[src/rtl/fun_sched_pkg.sv]
// Shared widths, FSM state encoding and default watchdog limit for the fun scheduler.
package fun_sched_pkg;

    localparam int unsigned A_W = 8;
    localparam int unsigned R_W = 11;
    localparam int unsigned TIMEOUT_CYC_DEF = 2000;

    typedef enum logic [2:0] {
        StIdle,
        StIssue,
        StArm,
        StRun,
        StDone
    } state_e;

endpackage

[src/rtl/fun_sched_rr_arbiter.sv]
// Combinational round-robin pick: first set request searching upward from ptr_i+1 (mod N).
module fun_sched_rr_arbiter #(
    parameter int unsigned N    = 4,
    parameter int unsigned IdxW = $clog2(N)
) (
    input  logic [N-1:0]    req_i,
    input  logic [IdxW-1:0] ptr_i,
    output logic            valid_o,
    output logic [N-1:0]    gnt_o,
    output logic [IdxW-1:0] idx_o
);

    logic [IdxW-1:0] cand;

    always_comb begin
        valid_o = 1'b0;
        gnt_o   = '0;
        idx_o   = '0;
        cand    = '0;
        // The pointer itself is visited last, so the just-served requester has lowest priority.
        for (int unsigned i = 1; i <= N; i++) begin
            cand = IdxW'((32'(ptr_i) + i) % N);
            if (!valid_o && req_i[cand]) begin
                valid_o     = 1'b1;
                gnt_o[cand] = 1'b1;
                idx_o       = cand;
            end
        end
    end

endmodule

[src/rtl/fun_sched.sv]
// Round-robin scheduler sharing one fun unit (a * cbrt(b)) among N requesters.
// Optional watchdog on the RUN wait is enabled by defining FUN_SCHED_TIMEOUT_EN.
module fun_sched
    import fun_sched_pkg::*;
#(
    parameter int unsigned N           = 4,
    parameter int unsigned TIMEOUT_CYC = TIMEOUT_CYC_DEF
) (
    input  logic           clk,
    input  logic           rst,
    input  logic [N-1:0]   req_i,
    input  logic [A_W*N-1:0] a_i,
    input  logic [A_W*N-1:0] b_i,
    output logic [N-1:0]   gnt_o,
    output logic [N-1:0]   done_o,
    output logic [R_W-1:0] result_o,
    output logic           err_o,
    output logic           busy_o,
    output logic           fun_start,
    output logic [A_W-1:0] fun_a,
    output logic [A_W-1:0] fun_b,
    input  logic           fun_busy,
    input  logic [R_W-1:0] fun_result
);

    localparam int unsigned IdxW = $clog2(N);

    state_e          state_q, state_d;
    logic [IdxW-1:0] ptr_q, ptr_d;
    logic [IdxW-1:0] own_q, own_d;
    logic [N-1:0]    gnt_q, gnt_d;
    logic [N-1:0]    done_q, done_d;
    logic            start_q, start_d;
    logic [R_W-1:0]  res_q, res_d;
    logic [A_W-1:0]  a_q, a_d;
    logic [A_W-1:0]  b_q, b_d;

    logic            arb_valid;
    logic [N-1:0]    arb_gnt;
    logic [IdxW-1:0] arb_idx;
    logic [A_W-1:0]  a_sel, b_sel;
    logic            run_expired;
    logic            tmo_q;

    fun_sched_rr_arbiter #(
        .N    (N),
        .IdxW (IdxW)
    ) u_rr_arbiter (
        .req_i   (req_i),
        .ptr_i   (ptr_q),
        .valid_o (arb_valid),
        .gnt_o   (arb_gnt),
        .idx_o   (arb_idx)
    );

    always_comb begin
        a_sel = '0;
        b_sel = '0;
        for (int unsigned k = 0; k < N; k++) begin
            if (arb_gnt[k]) begin
                a_sel = a_i[k*A_W +: A_W];
                b_sel = b_i[k*A_W +: A_W];
            end
        end
    end

    always_comb begin
        state_d = state_q;
        ptr_d   = ptr_q;
        own_d   = own_q;
        a_d     = a_q;
        b_d     = b_q;
        res_d   = res_q;
        gnt_d   = '0;
        done_d  = '0;
        start_d = 1'b0;
        unique case (state_q)
            StIdle: begin
                if (arb_valid) begin
                    gnt_d   = arb_gnt;
                    a_d     = a_sel;
                    b_d     = b_sel;
                    own_d   = arb_idx;
                    ptr_d   = arb_idx;
                    state_d = StIssue;
                end
            end
            StIssue: begin
                start_d = 1'b1;
                state_d = StArm;
            end
            // Guard cycle: fun has not yet had a chance to raise busy.
            StArm: state_d = StRun;
            StRun: begin
                if (!fun_busy || run_expired) begin
                    state_d = StDone;
                end
            end
            StDone: begin
                res_d         = tmo_q ? '0 : fun_result;
                done_d[own_q] = 1'b1;
                state_d       = StIdle;
            end
            default: state_d = StIdle;
        endcase
    end

    always_ff @(posedge clk or negedge rst) begin
        if (!rst) begin
            state_q <= StIdle;
            ptr_q   <= IdxW'(N - 1);
            own_q   <= '0;
            gnt_q   <= '0;
            done_q  <= '0;
            start_q <= 1'b0;
            res_q   <= '0;
            a_q     <= '0;
            b_q     <= '0;
        end else begin
            state_q <= state_d;
            ptr_q   <= ptr_d;
            own_q   <= own_d;
            gnt_q   <= gnt_d;
            done_q  <= done_d;
            start_q <= start_d;
            res_q   <= res_d;
            a_q     <= a_d;
            b_q     <= b_d;
        end
    end

`ifdef FUN_SCHED_TIMEOUT_EN
    logic [31:0] cnt_q, cnt_d;
    logic        tmo_d;
    logic        err_q, err_d;

    assign run_expired = (cnt_q >= TIMEOUT_CYC);

    always_comb begin
        cnt_d = cnt_q;
        tmo_d = tmo_q;
        err_d = (state_q == StDone) && tmo_q;
        if (state_q == StIssue) begin
            cnt_d = '0;
            tmo_d = 1'b0;
        end else if (state_q == StArm) begin
            cnt_d = cnt_q + 32'd1;
        end else if (state_q == StRun) begin
            cnt_d = cnt_q + 32'd1;
            if (fun_busy && run_expired) begin
                tmo_d = 1'b1;
            end
        end
    end

    always_ff @(posedge clk or negedge rst) begin
        if (!rst) begin
            cnt_q <= '0;
            tmo_q <= 1'b0;
            err_q <= 1'b0;
        end else begin
            cnt_q <= cnt_d;
            tmo_q <= tmo_d;
            err_q <= err_d;
        end
    end

    assign err_o = err_q;
`else
    assign run_expired = 1'b0;
    assign tmo_q       = 1'b0;
    assign err_o       = 1'b0;
`endif

    assign gnt_o     = gnt_q;
    assign done_o    = done_q;
    assign result_o  = res_q;
    assign busy_o    = (state_q != StIdle);
    assign fun_start = start_q;
    assign fun_a     = a_q;
    assign fun_b     = b_q;

endmodule

[config.mk]
export PLATFORM = sky130hd
export DESIGN_NAME = fun_sched
export DESIGN_NICKNAME = d
export VERILOG_FILES = /design/src/rtl/fun_sched_pkg.sv /design/src/rtl/fun_sched_rr_arbiter.sv /design/src/rtl/fun_sched.sv
export SDC_FILE = /design/constraint.sdc
export NUM_CORES = 1
export LEC_CHECK = 0
export CAP_MARGIN = 5
export CORE_MARGIN = 4
export CORE_UTILIZATION = 47
export DETAILED_ROUTE_END_ITERATION = 6
export HOLD_SLACK_MARGIN = 0.03
export PLACE_DENSITY = 0.86
export SETUP_SLACK_MARGIN = 0.05
export SLEW_MARGIN = 25
export SYNTH_ARGS = -nofsm -noshare
export SYNTH_HDL_FRONTEND = slang
export SYNTH_SLANG_ARGS = --single-unit
[constraint.sdc]
create_clock -name clk -period 9.45 [get_ports clk]
set_input_delay 0.945 -clock clk [delete_from_list [all_inputs] [get_ports clk]]
set_output_delay 0.945 -clock clk [all_outputs]
set_load 0.01 [all_outputs]
## Word-level counts from Yosys, hierarchy flattened

Index checks and enable logic that the tools add are counted.

- Register bits: 43
- Latch bits: 0
- RAM bits: 0
- ROM bits: 0
- Output and inout port bits: 38
- Memories: 0

- $add $sub $neg: 4
- Multipliers: 0
- Divide/modulo/power cells: 0
- $lt $le $gt $ge: 10
- Equal/unequal tests: 6
- Shifts and indexed selects: 0
- Muxes and demuxes: 45
- Bitwise operators: 3
- Reduce and logical (&&, ||, !) cells: 15

Operator list:

| operator | number |
|---|---|
| two-way mux 8 bit | 8 |
| two-way mux 4 bit | 7 |
| less-than comparator 2 x 3 -> 1 bit (second input constant) | 5 |
| two-way mux 1 bit | 14 |
| bitwise OR 4 bit | 3 |
| one-hot mux 3 bit (4 select lines) | 1 |
| demux 1 bit (select 2 bit) | 5 |
| greater-or-equal comparator 2 x 1 -> 1 bit (second input constant) | 5 |
| binary-select mux 1 bit (select 2 bit) | 4 |
| logical AND 1 bit | 8 |
| two-way mux 2 bit | 4 |
| == test 3 x 2 -> 1 bit (second input constant) | 2 |
| two-way mux 3 bit | 2 |
| adder 2 x 1 -> 2 bit (second input constant) | 2 |
| adder 2 bit (second input constant) | 2 |
| inequality test 2 bit (second input constant) | 2 |
| AND reduction 2 bit | 2 |
| == test 3 x 1 -> 1 bit (second input constant) | 1 |
| == test 3 bit (second input constant) | 1 |
| logical NOT 1 bit | 3 |
| logical NOT 3 bit | 1 |
| nonzero test 3 bit | 1 |

## Longest topological paths before layout

- Depth in word-level cells: 17
- Gate-level depth with buffers: 13

## Hierarchy

From an unflattened synthesis, not the netlist that was laid out.

- Cells, all modules: 304
- Area, all modules: 2778.9 µm²

Modules (own cells, without submodules):

| module | times used | cells each | area each (µm²) | seq. area each (µm²) |
|---|---|---|---|---|
| fun_sched | 1 | 219 | 2147.1 | 1078.5 |
| fun_sched_rr_arbiter | 1 | 85 | 631.9 | 0.0 |

## Worst setup path before layout

Ideal clock, no wire load.

- Path type: register to register
- Start: register ptr_q[0]
- End: register a_q[0] (netlist: fun_a[0])
- Library setup time: 0.130 ns
- Data arrival time: 2.869 ns
- Data required time: 9.320 ns
- Setup slack: 6.452 ns
- Stages on the path, launching flop included: 14
- Clock period less this slack: 2.998 ns
- Cell sequence: dfstp_2 buf_6 inv_1 ha_1 buf_2 and3b_1 a211o_1 and4_1 buf_2 or3_1 buf_6 buf_8 o211ai_2 a31oi_1

- Cells in the longest elaborated chain, start to end: 17
- Elaborated cells between the ends (all ways): 54
- Classes of those cells: 4 x add/sub; 8 x order compare; 28 x mux; 3 x bitwise; 11 x reduce/logical

Ends and longest elaborated chain:

| what | RTL line | source |
|---|---|---|
| start, declared | fun_sched.sv:29 | `logic [IdxW-1:0] ptr_q, ptr_d;` |
| start signal, assigned | fun_sched.sv:111 | `ptr_q <= IdxW'(N - 1);` |
| start signal, assigned | fun_sched.sv:121 | `ptr_q <= ptr_d;` |
| branches (longest 17 deep; another with less-than comparator 2 x 3 -> 1 bit) | - |  |
| end signal, assigned | fun_sched.sv:117 | `a_q <= '0;` |
| end signal, assigned | fun_sched.sv:127 | `a_q <= a_d;` |
| end, declared | fun_sched.sv:35 | `logic [A_W-1:0] a_q, a_d;` |

Parallel ways; which one is timed is not known. The select of a mux whose other input is x is not followed.
A chain may end at the register's enable or synchronous reset.

## Worst setup path in the final report

- Start: register ptr_q[0]
- End: register b_q[7] (netlist: fun_b[7])

- Cells in the longest elaborated chain, start to end: 17
- Elaborated cells between the ends (all ways): 54
- Classes of those cells: 4 x add/sub; 8 x order compare; 28 x mux; 3 x bitwise; 11 x reduce/logical

Ends and longest elaborated chain:

| what | RTL line | source |
|---|---|---|
| branches (longest 17 deep; another with less-than comparator 2 x 3 -> 1 bit) | - |  |
| end signal, assigned | fun_sched.sv:118 | `b_q <= '0;` |
| end signal, assigned | fun_sched.sv:128 | `b_q <= b_d;` |
| end, declared | fun_sched.sv:36 | `logic [A_W-1:0] b_q, b_d;` |

Parallel ways; which one is timed is not known. The select of a mux whose other input is x is not followed.

==> run_summary.xml <==
<?xml version="1.0" encoding="UTF-8"?>
<metrics>
  <group name="yosys">
    <metric name="mappedNetlistNets" unit="">426</metric>
    <metric name="ys_seq_area_frac" unit="">0.361</metric>
    <metric name="postSynthRegisterBits" unit="">43</metric>
    <metric name="synth.lib_cells_used.distinct" unit="">48</metric>
    <metric name="syn-cell-area" unit="sq um">2990</metric>
    <metric name="async_reset_ff_frac" unit="">1.00</metric>
    <metric name="synth_edf_count" unit="">0</metric>
    <metric name="postSynth.topFlopCell" unit="">sky130_fd_sc_hd__dfrtp_1</metric>
    <metric name="synthesis.instances" unit="">336</metric>
    <metric name="avgSynthCellArea" unit="sq um">8.89</metric>
    <metric name="yosys_warnings" unit="">0</metric>
  </group>
  <group name="timing">
    <metric name="rsz0062_at_grt" unit="">no</metric>
    <metric name="skew" unit="ns">0.00826</metric>
    <metric name="maxSlewViolCount" unit="">0</metric>
    <metric name="max_freq" unit="GHz">0.261</metric>
    <metric name="worst_slew_margin_rel" unit="">0.429</metric>
    <metric name="timing_worst_slew_pin_value" unit="ns">0.856</metric>
    <metric name="final.setup.tns" unit="ns">0</metric>
    <metric name="finalCriticalPeriod" unit="ns">3.83</metric>
    <metric name="finalHoldViolations" unit="">0</metric>
    <metric name="timing.final.crit_share" unit="">0.405</metric>
    <metric name="finalSetupViolations" unit="">0</metric>
  </group>
  <group name="floorplanning">
    <metric name="initial_core_util" unit="">0.496</metric>
    <metric name="core_box_area" unit="sq um">6030</metric>
    <metric name="ios" unit="">120</metric>
    <metric name="die_h" unit="um">87.7</metric>
    <metric name="floorplan.die_area" unit="sq um">7690</metric>
    <metric name="dieWidth" unit="um">87.7</metric>
    <metric name="std_cell_rows" unit="">28</metric>
  </group>
  <group name="clocking">
    <metric name="clock_insertion_delay_worst_skew" unit="ns">0.29</metric>
    <metric name="clockRootBuffer" unit="">sky130_fd_sc_hd__clkbuf_8</metric>
    <metric name="post-cts-setup-buffers" unit="">0</metric>
    <metric name="tritoncts_num_sinks" unit="">43</metric>
    <metric name="tritoncts" unit="">built</metric>
    <metric name="cts_buffers" unit="">5</metric>
    <metric name="cts_resized" unit="">0</metric>
    <metric name="clock_tree.htree_level_count" unit="">2</metric>
    <metric name="clk_path_buf_depth" unit="">2</metric>
    <metric name="clkTransAtPathRegs" unit="ns">0.08</metric>
    <metric name="cts.hold.buffers_added" unit="">0</metric>
  </group>
  <group name="finish">
    <metric name="final.fill_count" unit="">442</metric>
    <metric name="number_of_cells_in_the_finished_layout_apart_from_fillers" unit="">509</metric>
    <metric name="area_growth" unit="%">42.5</metric>
    <metric name="diodes" unit="">0</metric>
    <metric name="fin_area" unit="sq um">4260</metric>
    <metric name="drive_above_1_share" unit="">0.0945</metric>
    <metric name="final_core_utilization" unit="">0.706</metric>
    <metric name="nets" unit="">523</metric>
  </group>
  <group name="pwr">
    <metric name="internal" unit="mW">0.757</metric>
    <metric name="power.total" unit="mW">1.35</metric>
    <metric name="netSwitchingFraction" unit="">0.438</metric>
    <metric name="share_seq_of_total_power" unit="">0.251</metric>
    <metric name="vdd.ir_drop.worst" unit="mV">0.162</metric>
    <metric name="share_comb_of_total_power" unit="">0.626</metric>
    <metric name="pwr_density_cell" unit="nW/um^2">316</metric>
    <metric name="clkPwrFrac" unit="">0.123</metric>
    <metric name="p_leak" unit="nW">1.83</metric>
    <metric name="p_sw" unit="mW">0.589</metric>
  </group>
  <group name="grt">
    <metric name="wire_length_of_the_first_global_routing_pass" unit="um">14200</metric>
    <metric name="grt_antenna_before_repair" unit="">0</metric>
    <metric name="grt.total_usage" unit="">0.234</metric>
    <metric name="grt_start_max_net_pins" unit="">44</metric>
    <metric name="overflow" unit="">0</metric>
    <metric name="first_global_vias" unit="">2790</metric>
  </group>
  <group name="route">
    <metric name="detailed_route_drc_error_count" unit="">0</metric>
    <metric name="overall_via_count_from_detail_route" unit="">3018</metric>
    <metric name="starting_drt_drc_count" unit="">251</metric>
    <metric name="drt_pass1_iterations" unit="">5</metric>
    <metric name="wl" unit="um">9140</metric>
    <metric name="ant_nets" unit="">0</metric>
    <metric name="avgViaCountPerCell" unit="">5.93</metric>
    <metric name="routedWlPerCell" unit="um">18.0</metric>
  </group>
  <group name="min_path">
    <metric name="holdCritPathClass" unit="">flip-flop to flip-flop</metric>
  </group>
  <group name="worst_setup_path">
    <metric name="reg2regPathDepth" unit="">8</metric>
    <metric name="path_cells" unit="">inv_1, ha_1, nor2_1, a2bb2oi_1, and4_1, or3_1, o211ai_2, a31oi_1</metric>
    <metric name="reg2reg_from" unit="">ptr_q[0]$_DFFE_PN1P_</metric>
    <metric name="worst-endpoint-arrival" unit="ns">4.04</metric>
    <metric name="timing.critical_path.required" unit="ns">9.66</metric>
    <metric name="crit_path_end_kind" unit="">flip-flop</metric>
    <metric name="crit_path_end" unit="">fun_b[7]$_DFFE_PN0P_</metric>
    <metric name="timing.critical_path.from_type" unit="">flip-flop</metric>
    <metric name="worstReg2RegEnd" unit="">fun_b[7]$_DFFE_PN0P_</metric>
    <metric name="kind_of_critical_path" unit="">flip-flop to flip-flop</metric>
    <metric name="critical_path_peak_fanout" unit="">22</metric>
    <metric name="cp_slowest_cell" unit="">sky130_fd_sc_hd__dfstp_2</metric>
    <metric name="setup.reg_to_reg.worst_slack" unit="ns">5.62</metric>
    <metric name="slowest_delay" unit="ns">0.78</metric>
    <metric name="worst_setup_path_startpoint" unit="">ptr_q[0]$_DFFE_PN1P_</metric>
  </group>
  <group name="placed_design">
    <metric name="hpwl" unit="um">6930</metric>
    <metric name="dpl-instance-area" unit="sq um">4120</metric>
    <metric name="place.detailed.instances" unit="">501</metric>
    <metric name="place_congestion" unit="">0.956</metric>
    <metric name="buffer_ports.inserted" unit="">118</metric>
  </group>
  <group name="outcome">
    <metric name="run_status" unit="">complete, no violations</metric>
  </group>
  <group name="job">
    <metric name="max-cap-violations" unit="">0</metric>
  </group>
</metrics>
[worst min path at each step]
stage | start | endpoint | cells past startpoint
detailed placement | own_q[1]$_DFFE_PN0P_ | done_o[1]$_DFF_PN0_ | 1
floorplan | own_q[1]$_DFFE_PN0P_ | done_o[1]$_DFF_PN0_ | 1
global route | own_q[1]$_DFFE_PN0P_ | done_o[1]$_DFF_PN0_ | 1
finish | own_q[1]$_DFFE_PN0P_ | done_o[1]$_DFF_PN0_ | 1
CTS | own_q[1]$_DFFE_PN0P_ | done_o[1]$_DFF_PN0_ | 1
global placement | own_q[1]$_DFFE_PN0P_ | done_o[1]$_DFF_PN0_ | 1
[flip-flops by register name, summed over array words and instances, names as in the netlist]
name,cells
result_o,11
fun_a,8
fun_b,8
done_o,4
gnt_o,4
state_q,3
own_q,2
ptr_q,2
fun_start,1
[area by class of cell]
class / instances / area, sq um / share of cell area
Sequential cell: 43 / 1080 / 0.253
Timing Repair Buffer: 120 / 1190 / 0.280
Tap cell: 75 / 93.8 / 0.0220
Multi-Input combinational cell: 226 / 1620 / 0.380
Clock buffer: 6 / 72.6 / 0.0170
Inverter: 37 / 139 / 0.0326
Clock inverter: 2 / 60.1 / 0.0141
[cell usage after synthesis, drive strengths merged, types with 5 or more instances]
cell type  instances  area, sq um
buf               16          108
nand2             27          101
and3b              5         43.8
ha                 8          100
mux2              13          154
inv               37          139
dfrtp             41         1030
o2bb2ai           16          140
o31ai             19          143
clkbuf            14         52.6
nor2              30          115
o211ai            18          185
a21oi              6         30.0
a31oi             34          213
[worst max-delay path: cells and delay by family, from the launching register on]
family,cells,cell delay (ns)
compound gates,3,0.76
fa+ha+maj,1,0.47
buf+inv,1,0.26
flops,1,0.78
simple gates,3,1.47
[metal layers]
metal	up-vias	global-route usage	share of wire
li1	1411	-	-
met1	1401	0.309	0.39
met2	181	0.366	0.47
met3	25	0.0621	0.11
met4	0	0.0907	0.029
met5	-	0	0
[cells in the final DEF, fill, tap and decap left out, types with 6 or more instances in the layout]
cell / count
sky130_fd_sc_hd__a21oi_1: 6
sky130_fd_sc_hd__a31oi_1: 33
sky130_fd_sc_hd__clkdlybuf4s50_1: 117
sky130_fd_sc_hd__dfrtp_1: 41
sky130_fd_sc_hd__ha_1: 8
sky130_fd_sc_hd__inv_1: 37
sky130_fd_sc_hd__mux2_2: 11
sky130_fd_sc_hd__nand2_1: 27
sky130_fd_sc_hd__nor2_1: 29
sky130_fd_sc_hd__o211ai_1: 8
sky130_fd_sc_hd__o211ai_2: 10
sky130_fd_sc_hd__o2bb2ai_1: 16
sky130_fd_sc_hd__o31ai_1: 19
[kinds of logic after synthesis]
| logic type | after synthesis | share of synthesized area |
|---|---|---|
| AO/OA/AOI/OAI | 110 | 0.285 |
| adder cells (fa/ha/maj) | 8 | 0.0335 |
| buffers and inverters | 67 | 0.100 |
| flip-flops | 43 | 0.361 |
| multiplexers | 18 | 0.0725 |
| other | 1 | 0.00126 |
| AND/OR/NAND/NOR | 89 | 0.146 |
[metrics by stage]
step | setup WS [ns] | hold slack, ns
after floorplan | 6.45 | 0.449
after global placement | 5.40 | 0.478
after detailed placement | 5.50 | 0.481
after CTS | 5.65 | 0.480
after global routing | 5.37 | 0.514
final | 5.62 | 0.480
[power by group through the flow]
stage	clock network, mW	logic (mW)	registers, mW
after floorplan	0	0.547	0.348
after global placement	0	0.808	0.337
after detailed placement	0	0.828	0.340
after CTS	0.168	0.834	0.337
after global routing	0.177	0.909	0.351
final	0.166	0.842	0.338
Note: power is estimated with default switching activity, not from simulation.
